==> config.mk <==
export PLATFORM = sky130hd
export DESIGN_NAME = mult3_ctrl_flat
export DESIGN_NICKNAME = d
export VERILOG_FILES = /design/src/rtl/mult3_pkg.sv /design/src/rtl/mult3_if.sv /design/src/rtl/mult3_out_reg.sv /design/src/rtl/mult3_ctrl.sv /design/src/flat_wrapper.sv
export SDC_FILE = /design/constraint.sdc
export NUM_CORES = 1
export LEC_CHECK = 0
export CAP_MARGIN = 20
export CORE_UTILIZATION = 52
export CTS_CLUSTER_SIZE = 20
export DETAILED_ROUTE_END_ITERATION = 10
export DONT_BUFFER_PORTS = 1
export GPL_TIMING_DRIVEN = 0
export PLACE_DENSITY = 0.7
export SLEW_MARGIN = 15
export SYNTH_ARGS = -nofsm -noshare
export SYNTH_HDL_FRONTEND = slang
export SYNTH_SLANG_ARGS = --single-unit
==> constraint.sdc <==
create_clock -name clk -period 1.55 [get_ports clk]
set_clock_uncertainty 0.05 [all_clocks]
set_input_delay 0.155 -clock clk [delete_from_list [all_inputs] [get_ports clk]]
set_output_delay 0.155 -clock clk [all_outputs]
set_load 0.05 [all_outputs]
==> src/rtl/mult3_pkg.sv <==
// Shared defaults and FSM state type for the mult3 shift-add controller.
// Optional zero-skip fast path is enabled by MULT3_CTRL_ZERO_SKIP_EN.
package mult3_pkg;

  localparam int MULT3_WIDTH = 3;
  localparam int MULT3_CNT_W = 2;

  typedef enum logic [2:0] {
    IDLE    = 3'd0,
    LOAD    = 3'd1,
    CALC    = 3'd2,
    SHIFT   = 3'd3,
    CAPTURE = 3'd4,
    DONE    = 3'd5
  } state_e;

endpackage

==> src/rtl/mult3_if.sv <==
// Operand/result handshake bundle between a requester and mult3_ctrl.
// Master drives operands and out_ready; slave is the controller.
interface mult3_if
  import mult3_pkg::*;
#(
  parameter int WIDTH = MULT3_WIDTH
);

  logic               in_valid;
  logic               in_ready;
  logic [WIDTH-1:0]   in_m;
  logic [2*WIDTH-1:0] in_M;
  logic               out_valid;
  logic               out_ready;
  logic [2*WIDTH-1:0] out_R;
  logic               busy;

  modport master (
    output in_valid,
    output in_m,
    output in_M,
    output out_ready,
    input  in_ready,
    input  out_valid,
    input  out_R,
    input  busy
  );

  modport slave (
    input  in_valid,
    input  in_m,
    input  in_M,
    input  out_ready,
    output in_ready,
    output out_valid,
    output out_R,
    output busy
  );

endinterface

==> src/rtl/mult3_out_reg.sv <==
// Result holding register: captures the product and holds it with
// out_valid until the consumer takes it.
module mult3_out_reg
  import mult3_pkg::*;
#(
  parameter int W = 2 * MULT3_WIDTH
) (
  input  logic         clk,
  input  logic         reset,
  input  logic         capture,
  input  logic [W-1:0] d,
  input  logic         out_ready,
  output logic         out_valid,
  output logic [W-1:0] out_R
);

  always_ff @(posedge clk or negedge reset) begin
    if (!reset) begin
      out_valid <= 1'b0;
      out_R     <= '0;
    end else if (capture) begin
      out_valid <= 1'b1;
      out_R     <= d;
    end else if (out_valid && out_ready) begin
      out_valid <= 1'b0;
    end
  end

endmodule

==> src/rtl/mult3_ctrl.sv <==
// Control FSM for a shift-add multiplier datapath with valid/ready I/O.
// Define MULT3_CTRL_ZERO_SKIP_EN to short-circuit in_m==0 to CAPTURE.
module mult3_ctrl
  import mult3_pkg::*;
#(
  parameter int WIDTH = MULT3_WIDTH,
  parameter int CNT_W = MULT3_CNT_W
) (
  input  logic               clk,
  input  logic               reset,
  mult3_if.slave             bus,
  output logic [WIDTH-1:0]   m,
  output logic [2*WIDTH-1:0] M,
  output logic               s1,
  output logic               s2,
  output logic               en1,
  output logic               en2,
  input  logic               ProxBit_m,
  input  logic [CNT_W-1:0]   CountOut,
  input  logic [2*WIDTH-1:0] R
);

  localparam logic [CNT_W-1:0] LAST_CNT = CNT_W'(WIDTH - 1);

  state_e             state;
  state_e             nxt;
  logic               accept;
  logic               last;
  logic               capture;
  logic [2*WIDTH-1:0] cap_d;

  assign accept  = bus.in_valid & bus.in_ready;
  assign last    = (CountOut == LAST_CNT);
  assign capture = (state == CAPTURE);

  always_comb begin
    nxt = state;
    unique case (state)
      IDLE: begin
        if (accept) begin
`ifdef MULT3_CTRL_ZERO_SKIP_EN
          nxt = (bus.in_m == '0) ? CAPTURE : LOAD;
`else
          nxt = LOAD;
`endif
        end
      end
      LOAD:    nxt = CALC;
      CALC:    nxt = SHIFT;
      SHIFT:   nxt = last ? CAPTURE : CALC;
      CAPTURE: nxt = DONE;
      DONE:    nxt = (bus.out_valid & bus.out_ready) ? IDLE : DONE;
      default: nxt = IDLE;
    endcase
  end

  always_ff @(posedge clk or negedge reset) begin
    if (!reset) state <= IDLE;
    else        state <= nxt;
  end

  always_ff @(posedge clk or negedge reset) begin
    if (!reset) begin
      m <= '0;
      M <= '0;
    end else if (accept) begin
      m <= bus.in_m;
      M <= bus.in_M;
    end
  end

  // Skipped operations never clear the datapath R, so force zero here.
`ifdef MULT3_CTRL_ZERO_SKIP_EN
  assign cap_d = (m == '0) ? '0 : R;
`else
  assign cap_d = R;
`endif

  assign s1  = (state == LOAD);
  assign en1 = (state == CALC);
  assign s2  = (state == CALC) & ProxBit_m;
  assign en2 = (state == SHIFT);

  assign bus.in_ready = (state == IDLE) & reset;
  assign bus.busy     = (state != IDLE);

  mult3_out_reg #(
    .W(2 * WIDTH)
  ) u_out (
    .clk       (clk),
    .reset     (reset),
    .capture   (capture),
    .d         (cap_d),
    .out_ready (bus.out_ready),
    .out_valid (bus.out_valid),
    .out_R     (bus.out_R)
  );

endmodule

==> src/flat_wrapper.sv <==
// flat-port wrapper written by rule: the top's interface ports become plain ports
module mult3_ctrl_flat import mult3_pkg::*;
#(
  parameter int WIDTH = MULT3_WIDTH,
  parameter int CNT_W = MULT3_CNT_W
)
  (clk, reset, m, M, s1, s2, en1, en2, ProxBit_m, CountOut, R, bus_in_valid, bus_in_m, bus_in_M, bus_out_ready, bus_in_ready, bus_out_valid, bus_out_R, bus_busy);
  mult3_if #(.WIDTH(WIDTH)) bus_i ();
  input  logic clk;
  input  logic reset;
  output logic [WIDTH-1:0] m;
  output logic [2*WIDTH-1:0] M;
  output logic s1;
  output logic s2;
  output logic en1;
  output logic en2;
  input  logic ProxBit_m;
  input  logic [CNT_W-1:0] CountOut;
  input  logic [2*WIDTH-1:0] R;
  input wire logic [$bits(bus_i.in_valid)-1:0] bus_in_valid;
  input wire logic [$bits(bus_i.in_m)-1:0] bus_in_m;
  input wire logic [$bits(bus_i.in_M)-1:0] bus_in_M;
  input wire logic [$bits(bus_i.out_ready)-1:0] bus_out_ready;
  output wire logic [$bits(bus_i.in_ready)-1:0] bus_in_ready;
  output wire logic [$bits(bus_i.out_valid)-1:0] bus_out_valid;
  output wire logic [$bits(bus_i.out_R)-1:0] bus_out_R;
  output wire logic [$bits(bus_i.busy)-1:0] bus_busy;
  assign bus_i.in_valid = bus_in_valid;
  assign bus_i.in_m = bus_in_m;
  assign bus_i.in_M = bus_in_M;
  assign bus_i.out_ready = bus_out_ready;
  assign bus_in_ready = bus_i.in_ready;
  assign bus_out_valid = bus_i.out_valid;
  assign bus_out_R = bus_i.out_R;
  assign bus_busy = bus_i.busy;
  mult3_ctrl #(.WIDTH(WIDTH), .CNT_W(CNT_W)) u_core (.clk(clk), .reset(reset), .bus(bus_i), .m(m), .M(M), .s1(s1), .s2(s2), .en1(en1), .en2(en2), .ProxBit_m(ProxBit_m), .CountOut(CountOut), .R(R));
endmodule
==> flow_results.org, run 1 <==
** Synthesis
- Cell variety after synth :: 22
- Top-area cell type share of the netlist area :: 0.5882
- Leading cell types by total area after synthesis :: sky130_fd_sc_hd__dfrtp_1 (59%), sky130_fd_sc_hd__mux2_2 (21%), sky130_fd_sc_hd__nor2_8 (2.5%)
- Number of synthesized register bits :: 19
- Cell accounting for the most synthesized area :: sky130_fd_sc_hd__dfrtp_1
- In the synthesized netlist the async set-or-reset flop fraction comes to 1.000.
- The synthesized design contains 0 enable-type register cells.
- Mapped Nets :: 80
- Synthesis produced 58 cells.
- The commonest cells after synthesis are sky130_fd_sc_hd__dfrtp_1 (19), sky130_fd_sc_hd__mux2_2 (15).
- In this run the cell area of the synthesized design comes to 808.3 um^2.
- Leading cell type by number of instances after synthesis :: sky130_fd_sc_hd__dfrtp_1
- Yosys Warn Count :: 0
- Sequential-to-total area share from yosys stat :: 0.5882
- Mapped Avg Cell Area :: 13.94 um^2
- In the synthesized netlist the dominant register cell turns out to be sky130_fd_sc_hd__dfrtp_1.

** Timing
- For the pin with the worst max-slew slack, the measured transition is 0.8403 ns.
- The max-slew violation count came to 0.
- After layout, the worst setup slack is -0.3646 ns.
- The worst path in the final design needs a cycle of 1.915 ns, including I/O delays and setup.
- Max Freq :: 0.5223 GHz
- Endpoints failing setup :: 20
- Final critical-path share of the clock period :: 1.235
- Number of hold violations in the final report :: 0
- Unrepaired setup endpoints after global routing :: yes
- Measured against its own limit, the worst slew margin works out to 0.4380.
- Final hold analysis gives a worst-case slack of 0.05221 ns.
- Setup TNS :: -2.971 ns

** Floorplanning
- Total I/O pin count :: 44
- For this configuration, the core starts out at a cell density of 0.5916.
- Std-Cell Rows :: 13
- The die is 41.43 um tall.
- From left edge to right edge, the die measures 41.43 um.
- Die area :: 1716 um^2
- The total area inside the core boundary comes to 1366 um^2.

** Cells and area
- Total non-filler cell area in the finished layout :: 1240 um^2
- Relative to the synthesized area, the layout overhead comes to 53.41%.
- At the end of the flow, the number of nets in the layout was 113.
- Across the whole layout, storage elements account for 476.7 um^2.
- In the final layout, the multi-input gates occupy 429.2 um^2.
- Non-filler cells in the finished layout :: 105
- 0 antenna diodes ended up in the layout.
- Once layout is complete, the utilization of the core stands at 0.9075.
- Counting the fill cells in the layout gives 54.
- Of the cells placed in the final design, the portion with a size suffix greater than 1 is 0.4667.

** Clocking
- Cell at the root of the clock tree :: sky130_fd_sc_hd__clkbuf_4
- CTS sink cnt :: 19
- Clock tree from TritonCTS :: yes
- CTS H-tree lvls :: 1
- Counting the buffers created by CTS gives 3.
- No sink is reached through more buffers than the 2 on the longest clock path.
- Clock-pin slew was measured on the worst setup and hold paths at 0.10 ns.
- Insertion delay to the later sink of the worst-skew pair :: 0.29 ns

** Placed design
- In this run, placement finished with an instance count of 73.
- Number of buffer cells added on primary ports :: 0
- Last weighted congestion value of the routability-driven placer :: 0.8001
- The placed instances occupy a cell area of 892.1 um^2.
- Worst setup timing slack at the placement stage :: -0.2419 ns

** Global routing
- Overall overflow remaining after global route :: 0
- The via count of the first global-routing pass was 645.
- The number of antenna violations at the first check in global routing is 0.
- The first global-routing pass estimated 3208 um of wire.
- Total Routing Usage GR :: 0.2435
- Entering global routing, the biggest net connects 20 pins.

** Setup path
- The worst setup path is captured at a primary output.
- Worst EP arrival :: 1.71 ns
- Largest driver fanout on the critical path :: 6
- At the worst endpoint, the required time is 1.34 ns.
- Type of element launching the critical path :: flop
- By startpoint and endpoint, the worst setup path is classified as reg2out.

** Detailed routing
- The routed layout has 620 vias.
- After detailed routing, the average wire length per cell comes to 20.04 um.
- Number of DRC violations after detailed routing :: 0
- Length of the first detailed-routing pass in iterations :: 4
- Using the TritonRoute via totals, the vias-per-cell ratio works out to 5.905.
- After detailed routing, the total wire length is 2104 um.
- In this run the remaining antenna-violating nets after routing total 0.
- For this block, the initial DRC count from the detailed router was 10.

** Power
- After layout, the design draws a total of 3.107 mW.
- Power spread over the standard cell area amounts to 2506 nW/um^2.
- Lkg Pwr :: 0.5687 nW
- IR drop worst, VDD :: 0.001746 V

** Run status
- Outcome :: finished with violations
- Violated checks :: negative setup slack

** Hold path
- The path class of the tightest hold or removal check is in2reg.

** Job
- Total of max-cap violations :: 0
## per-layer routing
layer	up-vias	track usage	routed length, um
met5	-	0	0
met2	34	0.4125	1037
met4	0	0.09677	53
met1	309	0.3072	893
li1	270	-	-
met3	7	0.04348	120
## registers in the layout, summed over array words and instances, names as in the netlist
signal and flops:
u_core.state 3, u_core.u_out.out_R 6, u_core.u_out.out_valid 1, u_core.m 3, u_core.M 6
## critical path: stages (launching register included)
cell	delay, ns
sky130_fd_sc_hd__dfrtp_1	0.39
sky130_fd_sc_hd__buf_6	0.13
sky130_fd_sc_hd__nor3b_4	0.54
sky130_fd_sc_hd__and2_4	0.35
## cell usage in the layout, fill, tap and decap left out, types with 2 or more instances in the layout
cell	count
sky130_fd_sc_hd__buf_4	7
sky130_fd_sc_hd__buf_6	4
sky130_fd_sc_hd__clkbuf_4	3
sky130_fd_sc_hd__dfrtp_1	18
sky130_fd_sc_hd__dlygate4sd3_1	17
sky130_fd_sc_hd__inv_1	2
sky130_fd_sc_hd__mux2_4	15
sky130_fd_sc_hd__nor2_4	3
sky130_fd_sc_hd__nor3b_4	2
sky130_fd_sc_hd__o21ai_0	2
## where the power goes
group	internal, mW	switching [mW]	total, mW
combinational	0.649	0.589	1.24
clock	0.100	0.148	0.248
sequential	0.715	0.905	1.62
total	1.47	1.64	3.11
## worst paths after layout
path / endpoint / slack, ns / startpoint / cells after the start
worst max-delay path: s2 / -0.36 / u_core.state[0] / 3
worst min register to register: u_core.state[1] / 0.61 / u_core.state[2] / 2
max in group asynchronous: u_core.state[2] / 0.53 / reset / 1
worst max register to register: u_core.m[2] / -0.17 / u_core.state[1] / 4
worst min-delay path: u_core.state[0] / 0.05 / bus_out_ready / 2
min in group asynchronous: u_core.M[2] / 0.35 / reset / 1
## area by class of cell
type / count / share of cell area
Sequential cell: 19 / 0.3845
Timing Repair Buffer: 27 / 0.2069
Multi-Input combinational cell: 36 / 0.3461
Tap cell: 15 / 0.01514
Inverter: 2 / 0.006054
Buffer: 2 / 0.02018
Clock buffer: 4 / 0.02119
## repair_timing
action                                  4_1_cts  5_1_grt
endpoints found under the setup margin       20       21
hold buffers                                 17        0
pin swaps                                     5        6
hold endpoints to repair                     35        0
gates cloned                                  1        0
resized for setup                             5       12
buffers inserted                              4        6
## cell families (layout without fill, tap and decap cells)
group           Yosys count  in the layout  share of synthesized area
compound gates            6              6                    0.04799
buf+inv                   4             35                    0.02166
simple gates             14             15                     0.1331
mux                      15             15                     0.2090
flops                    19             19                     0.5882
Note: power is estimated with default switching activity, not from simulation.
==> run 2, diff against run 1 <==
--- a/config.mk
+++ b/config.mk
@@ -6,12 +6,14 @@
 export NUM_CORES = 1
 export LEC_CHECK = 0
 export CAP_MARGIN = 20
-export CORE_UTILIZATION = 52
+export CELL_PAD_IN_SITES_DETAIL_PLACEMENT = 1
+export CELL_PAD_IN_SITES_GLOBAL_PLACEMENT = 1
+export CORE_UTILIZATION = 40
 export CTS_CLUSTER_SIZE = 20
 export DETAILED_ROUTE_END_ITERATION = 10
 export DONT_BUFFER_PORTS = 1
 export GPL_TIMING_DRIVEN = 0
-export PLACE_DENSITY = 0.7
+export PLACE_DENSITY_LB_ADDON = 0.1
 export SLEW_MARGIN = 15
 export SYNTH_ARGS = -nofsm -noshare
 export SYNTH_HDL_FRONTEND = slang
==> run 2 against run 1 <==
Effect of this change: die area grew 28%; critical endpoint unchanged; largest cell class unchanged; non-clock buffer count shrank 2; wire length grew 4.7%; the run still ends with negative setup slack left; critical path type unchanged.
==> flow_results.org, run 2 (synthesis gave the netlist of run 1 again) <==
** Clocking
- Clock tree from TritonCTS :: yes
- CTS sink cnt :: 19
- The number of clock buffers added by TritonCTS is 3.
- Insertion delay to the later sink of the worst-skew pair :: 0.29 ns
- In this run the number of H-tree levels came out at 1.
- After clock tree synthesis, the clock-pin slew on the worst setup and hold paths is 0.10 ns.
- Clock Path Buffers :: 2
- Cell at the root of the clock tree :: sky130_fd_sc_hd__clkbuf_4

** Cells and area
- Layout overhead on the synthesized area :: 53.87%
- Final Net Count :: 111
- Non-filler cells in the finished layout :: 113
- Number of antenna diodes :: 0
- The largest registers in the layout are u_core.M x6, u_core.u_out.out_R x6.
- Fill cells in the final layout number 177.
- In the final layout, the share of cells above drive strength 1 is 0.4659.
- The library cell used most frequently in the layout, excluding fill and tap cells, is sky130_fd_sc_hd__dlygate4sd3_1.
- The top cell types in the final layout, fill and taps aside, are sky130_fd_sc_hd__dlygate4sd3_1 (18), sky130_fd_sc_hd__dfrtp_1 (17), sky130_fd_sc_hd__mux2_4 (15), sky130_fd_sc_hd__buf_4 (4), sky130_fd_sc_hd__buf_6 (4).

** Placed design
- After detailed placement, the design holds a cell count of 83.
- Half-perimeter wire length after detailed placement :: 1017 um
- Number of buffer cells added on primary ports :: 0
- Routability-driven placement finished with a final weighted congestion of 0.6491.

** Timing
- Max Freq :: 0.5339 GHz
- Unrepaired setup endpoints after global routing :: yes
- Setup violations remaining at the end of the flow were counted as 19.
- For the pin with the worst max-slew slack, the measured transition is 0.8410 ns.
- Final critical-path share of the clock period :: 1.208
- Remaining max-slew budget at the tightest pin :: 0.4375
- Once routing completed, OpenROAD measured the worst setup slack at -0.3230 ns.
- The smallest clock period supported by the final layout is computed as 1.873 ns.
- Number of hold violations in the final report :: 0
- The max-slew violation count came to 0.

** Detailed routing
- Length of the first detailed-routing pass in iterations :: 4
- The detail route stage leaves a number of antenna-violating nets equal to 0.
- Number of DRC violations after detailed routing :: 0
- Avg WL per Cell :: 19.50 um
- Routed vias/inst :: 5.239
- For this block, the initial DRC count from the detailed router was 6.
- Routed via count :: 592
- Summed over all layers, the routed wires come to 2203 um.

** Run status
- The flow ran to the end, but the final reports show violations.
- The final reports fail on negative setup slack.

** Job
- Max-cap violations in this run came to 0.

** Setup path
- Data arrives at the worst endpoint at 1.67 ns.
- The largest single stage delay on the critical path is 0.56 ns.
- Required time of the critical path :: 1.34 ns
- Sum of buffers and inverters on the critical path :: 0
- The critical path goes through nor3b_4 > and2_4.
- Largest driver fanout on the critical path :: 3
- Kind of cell adding the most delay to the critical path :: simple AND/OR/NAND/NOR gates
- Type of element launching the critical path :: flop
- Max stage delay cell, worst path :: sky130_fd_sc_hd__nor3b_4
- CP endpoint kind :: primary output
- By startpoint and endpoint, the worst setup path is classified as reg2out.

** Power
- Tot Pwr :: 3.036 mW
- IR drop worst, VDD :: 0.001616 V
- Lkg Pwr :: 0.5603 nW
- Power spread over the standard cell area amounts to 2441 nW/um^2.

** Floorplanning
- Die W :: 46.95 um
- For this configuration, the core starts out at a cell density of 0.4486.
- Total I/O pin count :: 44
- The core region is 1802 um^2.
- Die Y-Extent :: 46.95 um
- The floorplan step defined a die boundary enclosing 2204 um^2.
- The initialized floorplan defines 15 standard-cell rows.

** Global routing
- Across every metal layer, demand over resource in global routing totals 0.2129.
- Overall overflow remaining after global route :: 0
- Number of antenna violations at the first check in global routing :: 0
- Number of global-route vias before repair :: 652
- The first global-routing pass estimated 3084 um of wire.
- Entering global routing, the biggest net connects 20 pins.

** Hold path
- Class of the tightest hold or removal check :: in2reg
[run 2: stage by stage]
stage	setup TNS, ns	worst slack [ns]	hold WS, ns	utilization	instance area [um^2]
final	-2.647	-0.3230	0.02161	0.6903	1244
after global placement	-1.819	-0.2181	-0.1901	0.5021	904.6
after CTS	-2.384	-0.3653	0.004395	0.6514	1174
after detailed placement	-1.943	-0.2245	-0.1901	0.5021	904.6
after global routing	-3.486	-0.3722	0.01042	0.6903	1244
after floorplan	-1.311	-0.1661	-0.1906	-	873.3
[run 2: area by class of cell]
class | count | area (um^2) | share of cell area
sequential | 19 | 478.0 | 0.3843
tap | 25 | 31.28 | 0.02515
inverter | 2 | 7.507 | 0.006036
multi-input combinational | 36 | 429.2 | 0.3451
timing repair buffer | 26 | 255.2 | 0.2052
clock buffer | 3 | 22.52 | 0.01811
clock inverter | 1 | 5.005 | 0.004024
buffer | 1 | 15.01 | 0.01207
[run 2: worst register-to-register path, stage by stage (launching register included)]
cell	delay, ns
sky130_fd_sc_hd__dfrtp_2	0.46
sky130_fd_sc_hd__or3_4	0.54
sky130_fd_sc_hd__nor2_4	0.22
sky130_fd_sc_hd__mux2_4	0.33
[run 2: worst paths after layout]
| check | start | to | slack, ns | cells after the start |
|---|---|---|---|---|
| min reg2reg | u_core.state[1] | u_core.state[0] | 0.52 | 2 |
| max in group asynchronous | reset | u_core.state[0] | 0.53 | 1 |
| max | u_core.state[2] | s2 | -0.32 | 2 |
| min in group asynchronous | reset | u_core.M[0] | 0.36 | 1 |
| min | CountOut[0] | u_core.state[2] | 0.02 | 2 |
| max reg2reg | u_core.state[2] | u_core.M[2] | -0.15 | 3 |
[run 2: per-layer routing]
metal,up-vias,GRT usage,share of wire
met4,0,0.08571,0.0095
met5,-,0,0
met3,4,0.03846,0.049
met2,26,0.4083,0.56
li1,269,-,-
met1,293,0.2272,0.38
[run 2: power breakdown]
part / total (mW) / switching [mW] / internal (mW)
clock: 0.241 / 0.145 / 0.0959
combinational: 1.17 / 0.564 / 0.607
sequential: 1.62 / 0.906 / 0.719
total: 3.04 / 1.61 / 1.42
[run 2: what timing repair did]
| item | in CTS | in global routing |
|---|---|---|
| hold buffers | 18 | 0 |
| endpoints found under the hold margin | 36 | 0 |
| endpoints found under the setup margin | 20 | 21 |
| gates resized for setup | 7 | 14 |
| gates cloned | 1 | 0 |
| setup buffers | 5 | 4 |
| pin swaps | 4 | 5 |
